<file path="src/rtl/veda_sp_ram_if.sv">
// -----------------------------------------------------------------------------
// veda_sp_ram_if
// Request/response bus of the veda_sp_ram scratch store.
//   master : requester side. It drives req_valid, mode, address, data_in and
//            byte_en. It samples req_ready, data_out, rsp_valid, rsp_err and
//            init_done.
//   slave  : RAM side, with the opposite directions.
// The interface carries no clock or reset. Those stay as plain module ports.
// -----------------------------------------------------------------------------
interface veda_sp_ram_if #(
    parameter int DATA_W = 32,
    parameter int ADDR_W = 5
);
    logic                  req_valid;
    logic                  req_ready;
    logic                  mode;
    logic [ADDR_W-1:0]     address;
    logic [DATA_W-1:0]     data_in;
    logic [DATA_W/8-1:0]   byte_en;
    logic [DATA_W-1:0]     data_out;
    logic                  rsp_valid;
    logic                  rsp_err;
    logic                  init_done;

    modport master (
        output req_valid, mode, address, data_in, byte_en,
        input  req_ready, data_out, rsp_valid, rsp_err, init_done
    );

    modport slave (
        input  req_valid, mode, address, data_in, byte_en,
        output req_ready, data_out, rsp_valid, rsp_err, init_done
    );
endinterface

</file>
<file path="src/rtl/veda_sp_ram.sv">
// -----------------------------------------------------------------------------
// veda_sp_ram
// Parametrised single-port synchronous RAM with the following features:
//   - byte-enable writes
//   - write-through responses
//   - a valid/ready request handshake
//   - a read latency of 1 or 2 cycles
// After reset a clear sequencer zeroes one word per cycle. Requests are
// accepted only once every word has been cleared.
// Ports:
//   clk    : rising-edge clock
//   rst_n  : synchronous active-low reset
//   bus    : veda_sp_ram_if.slave. It carries the request fields, the
//            response fields and init_done.
// -----------------------------------------------------------------------------
module veda_sp_ram #(
    parameter int DATA_W   = 32,
    parameter int ADDR_W   = 5,
    parameter int DEPTH    = 32,
    parameter int READ_LAT = 1
) (
    input  logic            clk,
    input  logic            rst_n,
    veda_sp_ram_if.slave    bus
);
    localparam int                NB       = DATA_W / 8;
    localparam logic [ADDR_W-1:0] LAST_PTR = ADDR_W'(DEPTH - 1);
    localparam logic [ADDR_W:0]   DEPTH_L  = (ADDR_W + 1)'(DEPTH);

    typedef enum logic [0:0] {
        ST_CLEAR = 1'b0,
        ST_READY = 1'b1
    } state_e;

    state_e              state_q, state_d;
    logic [ADDR_W-1:0]   clr_ptr_q, clr_ptr_d;
    logic [DATA_W-1:0]   mem_q [DEPTH];

    logic                req_ready_s;
    logic                init_done_s;
    logic                clear_en_s;
    logic                accept_s;
    logic                addr_ok_s;
    logic [DATA_W-1:0]   rd_word_s;
    logic [DATA_W-1:0]   merged_s;
    logic [DATA_W-1:0]   rsp_data_s;
    logic                rsp_err_s;
    logic                wr_en_s;
    logic [ADDR_W-1:0]   wr_addr_s;
    logic [DATA_W-1:0]   wr_data_s;

    logic                s1_valid_q;
    logic [DATA_W-1:0]   s1_data_q;
    logic                s1_err_q;

    // FSM state register and clear pointer.
    always_ff @(posedge clk) begin
        if (!rst_n) begin
            state_q   <= ST_CLEAR;
            clr_ptr_q <= {ADDR_W{1'b0}};
        end else begin
            state_q   <= state_d;
            clr_ptr_q <= clr_ptr_d;
        end
    end

    // FSM next state. The clear pointer stops at the last word.
    always_comb begin
        state_d   = state_q;
        clr_ptr_d = clr_ptr_q;
        case (state_q)
            ST_CLEAR: begin
                if (clr_ptr_q == LAST_PTR) begin
                    state_d = ST_READY;
                end else begin
                    clr_ptr_d = clr_ptr_q + ADDR_W'(1);
                end
            end
            ST_READY: begin
                state_d = ST_READY;
            end
            default: begin
                state_d   = ST_CLEAR;
                clr_ptr_d = {ADDR_W{1'b0}};
            end
        endcase
    end

    // FSM outputs, decoded from the state register alone.
    always_comb begin
        req_ready_s = 1'b0;
        init_done_s = 1'b0;
        clear_en_s  = 1'b0;
        case (state_q)
            ST_CLEAR: begin
                clear_en_s = 1'b1;
            end
            ST_READY: begin
                req_ready_s = 1'b1;
                init_done_s = 1'b1;
            end
            default: begin
                clear_en_s = 1'b0;
            end
        endcase
    end

    assign accept_s  = bus.req_valid && req_ready_s;
    assign addr_ok_s = ({1'b0, bus.address} < DEPTH_L);

    // Current word at the request address, and the byte-merged write word.
    // With byte_en all zero the merge reproduces the stored word.
    always_comb begin
        if (addr_ok_s) begin
            rd_word_s = mem_q[bus.address];
        end else begin
            rd_word_s = {DATA_W{1'b0}};
        end
        merged_s = rd_word_s;
        for (int i = 0; i < NB; i++) begin
            if (bus.byte_en[i]) begin
                merged_s[8*i +: 8] = bus.data_in[8*i +: 8];
            end else begin
                merged_s[8*i +: 8] = rd_word_s[8*i +: 8];
            end
        end
    end

    // Response payload. Out-of-range requests return zero data with the error flag set.
    always_comb begin
        if (!addr_ok_s) begin
            rsp_data_s = {DATA_W{1'b0}};
            rsp_err_s  = 1'b1;
        end else if (bus.mode) begin
            rsp_data_s = rd_word_s;
            rsp_err_s  = 1'b0;
        end else begin
            rsp_data_s = merged_s;
            rsp_err_s  = 1'b0;
        end
    end

    // Memory write port, shared between the clear sequencer and accepted writes.
    always_comb begin
        if (clear_en_s) begin
            wr_en_s   = 1'b1;
            wr_addr_s = clr_ptr_q;
            wr_data_s = {DATA_W{1'b0}};
        end else if (accept_s && !bus.mode && addr_ok_s) begin
            wr_en_s   = 1'b1;
            wr_addr_s = bus.address;
            wr_data_s = merged_s;
        end else begin
            wr_en_s   = 1'b0;
            wr_addr_s = bus.address;
            wr_data_s = merged_s;
        end
    end

    // Storage array. No reset here; the clear sequencer zeroes the contents.
    always_ff @(posedge clk) begin
        if (rst_n && wr_en_s) begin
            mem_q[wr_addr_s] <= wr_data_s;
        end
    end

    // First response stage. Data and err hold between responses.
    always_ff @(posedge clk) begin
        if (!rst_n) begin
            s1_valid_q <= 1'b0;
            s1_data_q  <= {DATA_W{1'b0}};
            s1_err_q   <= 1'b0;
        end else begin
            s1_valid_q <= accept_s;
            if (accept_s) begin
                s1_data_q <= rsp_data_s;
                s1_err_q  <= rsp_err_s;
            end
        end
    end

    generate
        if (READ_LAT == 2) begin : g_lat2
            logic                s2_valid_q;
            logic [DATA_W-1:0]   s2_data_q;
            logic                s2_err_q;

            // Second response stage. It loads only when stage 1 holds a response.
            always_ff @(posedge clk) begin
                if (!rst_n) begin
                    s2_valid_q <= 1'b0;
                    s2_data_q  <= {DATA_W{1'b0}};
                    s2_err_q   <= 1'b0;
                end else begin
                    s2_valid_q <= s1_valid_q;
                    if (s1_valid_q) begin
                        s2_data_q <= s1_data_q;
                        s2_err_q  <= s1_err_q;
                    end
                end
            end

            assign bus.rsp_valid = s2_valid_q;
            assign bus.data_out  = s2_data_q;
            assign bus.rsp_err   = s2_err_q;
        end else begin : g_lat1
            assign bus.rsp_valid = s1_valid_q;
            assign bus.data_out  = s1_data_q;
            assign bus.rsp_err   = s1_err_q;
        end
    endgenerate

    assign bus.req_ready = req_ready_s;
    assign bus.init_done = init_done_s;

endmodule

</file>
<file path="src/flat_wrapper.sv">
// flat-port wrapper written by rule: the top's interface ports become plain ports
module veda_sp_ram_flat 
#(
    parameter int DATA_W   = 32,
    parameter int ADDR_W   = 5,
    parameter int DEPTH    = 32,
    parameter int READ_LAT = 1
)
  (clk, rst_n, bus_req_valid, bus_mode, bus_address, bus_data_in, bus_byte_en, bus_req_ready, bus_data_out, bus_rsp_valid, bus_rsp_err, bus_init_done);
  veda_sp_ram_if #(.DATA_W(DATA_W), .ADDR_W(ADDR_W)) bus_i ();
  input  logic clk;
  input  logic rst_n;
  input wire logic [$bits(bus_i.req_valid)-1:0] bus_req_valid;
  input wire logic [$bits(bus_i.mode)-1:0] bus_mode;
  input wire logic [$bits(bus_i.address)-1:0] bus_address;
  input wire logic [$bits(bus_i.data_in)-1:0] bus_data_in;
  input wire logic [$bits(bus_i.byte_en)-1:0] bus_byte_en;
  output wire logic [$bits(bus_i.req_ready)-1:0] bus_req_ready;
  output wire logic [$bits(bus_i.data_out)-1:0] bus_data_out;
  output wire logic [$bits(bus_i.rsp_valid)-1:0] bus_rsp_valid;
  output wire logic [$bits(bus_i.rsp_err)-1:0] bus_rsp_err;
  output wire logic [$bits(bus_i.init_done)-1:0] bus_init_done;
  assign bus_i.req_valid = bus_req_valid;
  assign bus_i.mode = bus_mode;
  assign bus_i.address = bus_address;
  assign bus_i.data_in = bus_data_in;
  assign bus_i.byte_en = bus_byte_en;
  assign bus_req_ready = bus_i.req_ready;
  assign bus_data_out = bus_i.data_out;
  assign bus_rsp_valid = bus_i.rsp_valid;
  assign bus_rsp_err = bus_i.rsp_err;
  assign bus_init_done = bus_i.init_done;
  veda_sp_ram #(.DATA_W(DATA_W), .ADDR_W(ADDR_W), .DEPTH(DEPTH), .READ_LAT(READ_LAT)) u_core (.clk(clk), .rst_n(rst_n), .bus(bus_i));
endmodule
</file>
<file path="config.mk">
export PLATFORM = sky130hd
export DESIGN_NAME = veda_sp_ram_flat
export DESIGN_NICKNAME = d
export VERILOG_FILES = /design/src/rtl/veda_sp_ram_if.sv /design/src/rtl/veda_sp_ram.sv /design/src/flat_wrapper.sv
export SDC_FILE = /design/constraint.sdc
export NUM_CORES = 1
export LEC_CHECK = 0
export CORE_MARGIN = 4
export CORE_UTILIZATION = 50
export DETAILED_ROUTE_END_ITERATION = 12
export PLACE_DENSITY = 0.66
export SETUP_SLACK_MARGIN = 0.05
export SLEW_MARGIN = 10
export SYNTH_ARGS = -nofsm -noshare
export SYNTH_HDL_FRONTEND = slang
export SYNTH_SLANG_ARGS = --single-unit
</file>
<file path="constraint.sdc">
create_clock -name clk -period 6.6 [get_ports clk]
set_clock_uncertainty 0.1 [all_clocks]
set_input_delay 1.98 -clock clk [delete_from_list [all_inputs] [get_ports clk]]
set_output_delay 1.98 -clock clk [all_outputs]
set_load 0.03 [all_outputs]
</file>
## Yosys cells after proc, flatten, opt, wreduce, memory -nomap -nowiden

Memories as Yosys holds them, arrays and structs flattened.
Index checks and enable logic that the tools add are counted.

- Register bits after elaboration: 39
- Memory bits (writable): 1024
- Memories kept: 1

- Add/subtract/negate cells: 1
- Equal/unequal tests: 1
- Mux-type cells: 14
- Bitwise operators: 2
- Reduce and logical (&&, ||, !) cells: 5

Memory list:

| memory | depth | bits a word | rd ports | clocked after Yosys merged registers in | wr ports | RTL line | source |
|---|---|---|---|---|---|---|---|
| u_core.mem_q | 32 | 32 | 1 | 0 | 1 | veda_sp_ram.sv:37 | `logic [DATA_W-1:0] mem_q [DEPTH];` |

Operator list:

| cell | count |
|---|---|
| $mux W32 | 2 |
| $mux W8 | 4 |
| $mux W1 | 6 |
| $add A5 B1 Y5 const B | 1 |
| $eq A5 B5 Y1 const B | 1 |
| $mux W5 | 1 |
| $logic_and A1 B1 Y1 | 3 |
| $not A1 Y1 | 2 |
| $pmux W1 S2 | 1 |
| $reduce_and A2 Y1 | 1 |
| $logic_not A1 Y1 | 1 |

## Longest topological paths before layout

- Depth after elaboration: 8
- Mapped depth: 9
- Depth with buffers taken out: 7

## Worst setup path before layout

OpenSTA, ideal clock, no wires.

- Kind: in2reg
- From: in bus_address[0]
- To: mem u_core.mem_q[0][0] (enable)
- Setup time: 0.421 ns
- Arrival time: 4.345 ns
- Required time: 6.079 ns
- Setup slack: 1.734 ns
- Stages on the path: 6
- Path buffers: 3
- Cells stage by stage: buf_4 buf_2 buf_4 mux2i_1 nand3_1 nor2_1

- Word-level cells in the longest chain between the ends: 1

RTL lines:

| element | RTL line | source |
|---|---|---|
| start, declared | flat_wrapper.sv:15 | `input wire logic [$bits(bus_i.address)-1:0] bus_address;` |
| $mux W5 | veda_sp_ram.sv:145 | `if (clear_en_s) begin` |
| end, declared | veda_sp_ram.sv:37 |  |

No other way between the ends.

## Worst setup path in the final report

- From: in bus_address[1]
- To: mem u_core.mem_q[24][6] (data pin)

- Word-level cells in the longest chain between the ends: 3

RTL lines:

| element | RTL line | source |
|---|---|---|
| $mem_v2 Z32 W32 | n/a |  |
| $mux W8 | veda_sp_ram.sv:121 | `if (bus.byte_en[i]) begin` |
| $mux W32 | veda_sp_ram.sv:145 |  |
| net u_core.wr_data_s[6] | veda_sp_ram.sv:50 | `logic [DATA_W-1:0] wr_data_s;` |

The timed path passes the listed nets, and every way through them passes these cells.

==> impl_metrics.env <==
export IMPL_path_clk_slew_ns=0.06
export IMPL_area_growth_pct=15.7
export IMPL_max_slew_margin=0.159
export IMPL_cts_tree="yes"
export IMPL_regArea_sq_um=31500
export IMPL_grt_antenna_before_repair=1
export IMPL_grt_ovfl_total=0
export IMPL_drive_gt1_frac=0.124
export IMPL_via_count=23705
export IMPL_grt_first_pass_wirelength_mm=162
export IMPL_required_ns=6.89
export IMPL_layout_setup_ws_ns=1.74
export IMPL_clock_root_buffer="clkbuf_16"
export IMPL_place_gp_congestion=0.839
export IMPL_timing_hold_ws_ns=0.460
export IMPL_io_buffers=79
export IMPL_syn_inst=2480
export IMPL_dp_hpwl_mm=61.3
export IMPL_ir_drop_v=0.000212
export IMPL_cts_hold_buf=0
export IMPL_outcome="finished clean"
export IMPL_ys_types=35
export IMPL_clock_sinks=1063
export IMPL_multi_input_area_sq_um=9780
export IMPL_rsz0062_at_grt="no"
export IMPL_path_class="input pin to flop"
export IMPL_cp_start_kind="input pin"
export IMPL_num_rows=105
export IMPL_fmax_mhz=206
export IMPL_fillers=6111
export IMPL_layout_common_cells="edfxtp_1, mux2i_1, a22oi_1"
export IMPL_syn_num_nets=2527
export IMPL_hold_violations=0
export IMPL_cts_repair_resized=0
export IMPL_fin_crit_ns=4.86
export IMPL_drc=0
export IMPL_worst_skew_pair_late_latency_ns=0.68
export IMPL_async_flop_share=0
export IMPL_nets=2689
export IMPL_die_height_um=297
export IMPL_place_inst=3605
export IMPL_synth_seq_area_share=0.753
export IMPL_die_x_um=297
export IMPL_synth_edf_count=1024
export IMPL_finalSetupViolCount=0
export IMPL_synth_area_sq_um=41900
export IMPL_end_kind="flop"
export IMPL_wl_mm=113
export IMPL_post_cts_buffers=0
export IMPL_htree_num_levels=3
export IMPL_wl_per_cell_um=29.8
export IMPL_grt_pass1_vias=23441
export IMPL_grt_max_degree=75
export IMPL_final_cell_count_no_fill=3807
export IMPL_pwr_density_cell_nw_per_um2=296
export IMPL_final_common_cell="edfxtp_1"
export IMPL_slew_viol_final=0
export IMPL_synth_avg_cell_area_sq_um=16.9
export IMPL_grt_total_usage=0.250
export IMPL_firstDrtPassIters=5
export IMPL_fin_tns_setup_ns=0
export IMPL_place_ws_ns=1.20
export IMPL_max_cap_violations=0
export IMPL_tightestPinTransition_ns=1.26
export IMPL_worstPathArrival_ns=5.15
export IMPL_p_leak_nw=17.7
export IMPL_drt_iter0_drc=2622
export IMPL_synth_seq_cells=1063
export IMPL_ys_flop_type="edfxtp_1"
export IMPL_hold_path_class="flop to flop"
export IMPL_synth_warnings=0
export IMPL_start_util=0.507
export IMPL_ant_nets=0
export IMPL_cts_buffers=105
export IMPL_die_area_sq_um=88400
export IMPL_design_core_area_sq_um=82500
export IMPL_vias_per_cell=6.23
export IMPL_worst_path_max_fanout=40
export IMPL_post_route_period_util=0.736
export IMPL_ios=81
export IMPL_ctsLongestPathBuffers=3
[critical path: stages]
cell	delay, ns
clkdlybuf4s50_1	0.69
nor2b_4	0.75
buf_12	0.23
buf_12	0.28
a22oi_1	0.14
nand2_1	0.09
o22ai_1	0.13
nor2_1	0.38
o21ai_1	0.20
buf_4	0.27
[metal layers]
| layer | track usage | vias to the layer above | share of wire |
|---|---|---|---|
| li1 | - | 10163 | - |
| met1 | 0.350 | 12084 | 0.41 |
| met2 | 0.377 | 1236 | 0.45 |
| met3 | 0.0749 | 220 | 0.11 |
| met4 | 0.0907 | 2 | 0.035 |
| met5 | 0 | - | 0.00011 |
[registers in the layout, summed over array words and instances (netlist names)]
signal                flops
u_core.clr_ptr_q          5
u_core.bus.rsp_valid      1
u_core.state_q            1
u_core.bus.data_out      32
u_core.mem_q           1024
[final timing paths]
kind,depth (start not counted),slack (ns),start,endpoint
max,10,1.74,bus_address[1],u_core.mem_q[24][6]
min,2,0.46,u_core.clr_ptr_q[1],u_core.clr_ptr_q[1]
max reg2reg,5,2.77,u_core.state_q,u_core.mem_q[5][26]
min reg2reg,2,0.46,u_core.clr_ptr_q[1],u_core.clr_ptr_q[1]
[metrics by stage]
| step | total power [mW] | instance area [sq um] | util |
|---|---|---|---|
| 5_1_grt | 14.7 | 48400 | 0.587 |
| 2_1_floorplan | 7.89 | 41900 | - |
| 3_5_place_dp | 8.12 | 44700 | 0.542 |
| 4_1_cts | 14.4 | 48400 | 0.587 |
| 6_report | 14.3 | 48400 | 0.587 |
| 3_3_place_gp | 8.11 | 44700 | 0.542 |
[Yosys cell counts, types with 2 or more instances]
master | instances | area share
edfxtp_1 | 1024 | 0.73
mux2i_1 | 514 | 0.12
a22oi_1 | 224 | 0.040
nand2_1 | 199 | 0.018
nor2_1 | 63 | 0.0056
clkbuf_1 | 51 | 0.0046
o21ai_1 | 50 | 0.0060
o22ai_1 | 48 | 0.0072
a22o_1 | 46 | 0.0096
buf_4 | 41 | 0.0074
dfxtp_1 | 39 | 0.019
nand3_1 | 35 | 0.0042
a21oi_1 | 32 | 0.0038
buf_2 | 31 | 0.0037
nand2b_1 | 12 | 0.0018
buf_6 | 11 | 0.0030
and2_1 | 10 | 0.0015
nand4_1 | 9 | 0.0013
buf_1 | 8 | 0.00072
o21ai_0 | 7 | 0.00084
nor2b_1 | 6 | 0.00090
a21boi_0 | 2 | 0.00036
and3_1 | 2 | 0.00030
ha_1 | 2 | 0.00060
inv_1 | 2 | 0.00018
nand3b_1 | 2 | 0.00036
xnor2_1 | 2 | 0.00042
[final cells by class]
| type | instances | share of cell area |
|---|---|---|
| clock inverters | 68 | 0.0181 |
| multi-input cells | 1272 | 0.202 |
| clock buffers | 132 | 0.0588 |
| flip-flops and latches | 1063 | 0.651 |
| well taps | 1070 | 0.0276 |
| repair buffers | 198 | 0.0423 |
| diodes | 2 | 0.000103 |
| inverters | 2 | 0.000155 |
[logic make-up (layout without fill, tap and decap cells)]
| kind of cell | Yosys count | count (layout) | synth area share |
|---|---|---|---|
| AO/OA/AOI/OAI | 410 | 410 | 0.0681 |
| XOR/XNOR | 3 | 3 | 0.000628 |
| adder cells (fa/ha/maj) | 2 | 2 | 0.000598 |
| buffers and inverters | 145 | 400 | 0.0197 |
| flip-flops | 1063 | 1063 | 0.753 |
| multiplexers | 515 | 515 | 0.123 |
| other | 1 | 3 | 0.0000896 |
| AND/OR/NAND/NOR | 341 | 341 | 0.0345 |
[report_power, final]
part           switching (mW)  internal, mW
logic                   0.413         0.236
clock network            2.60          3.76
registers              0.0111          7.33
No activity file was read; power rests on OpenSTA's default activity.
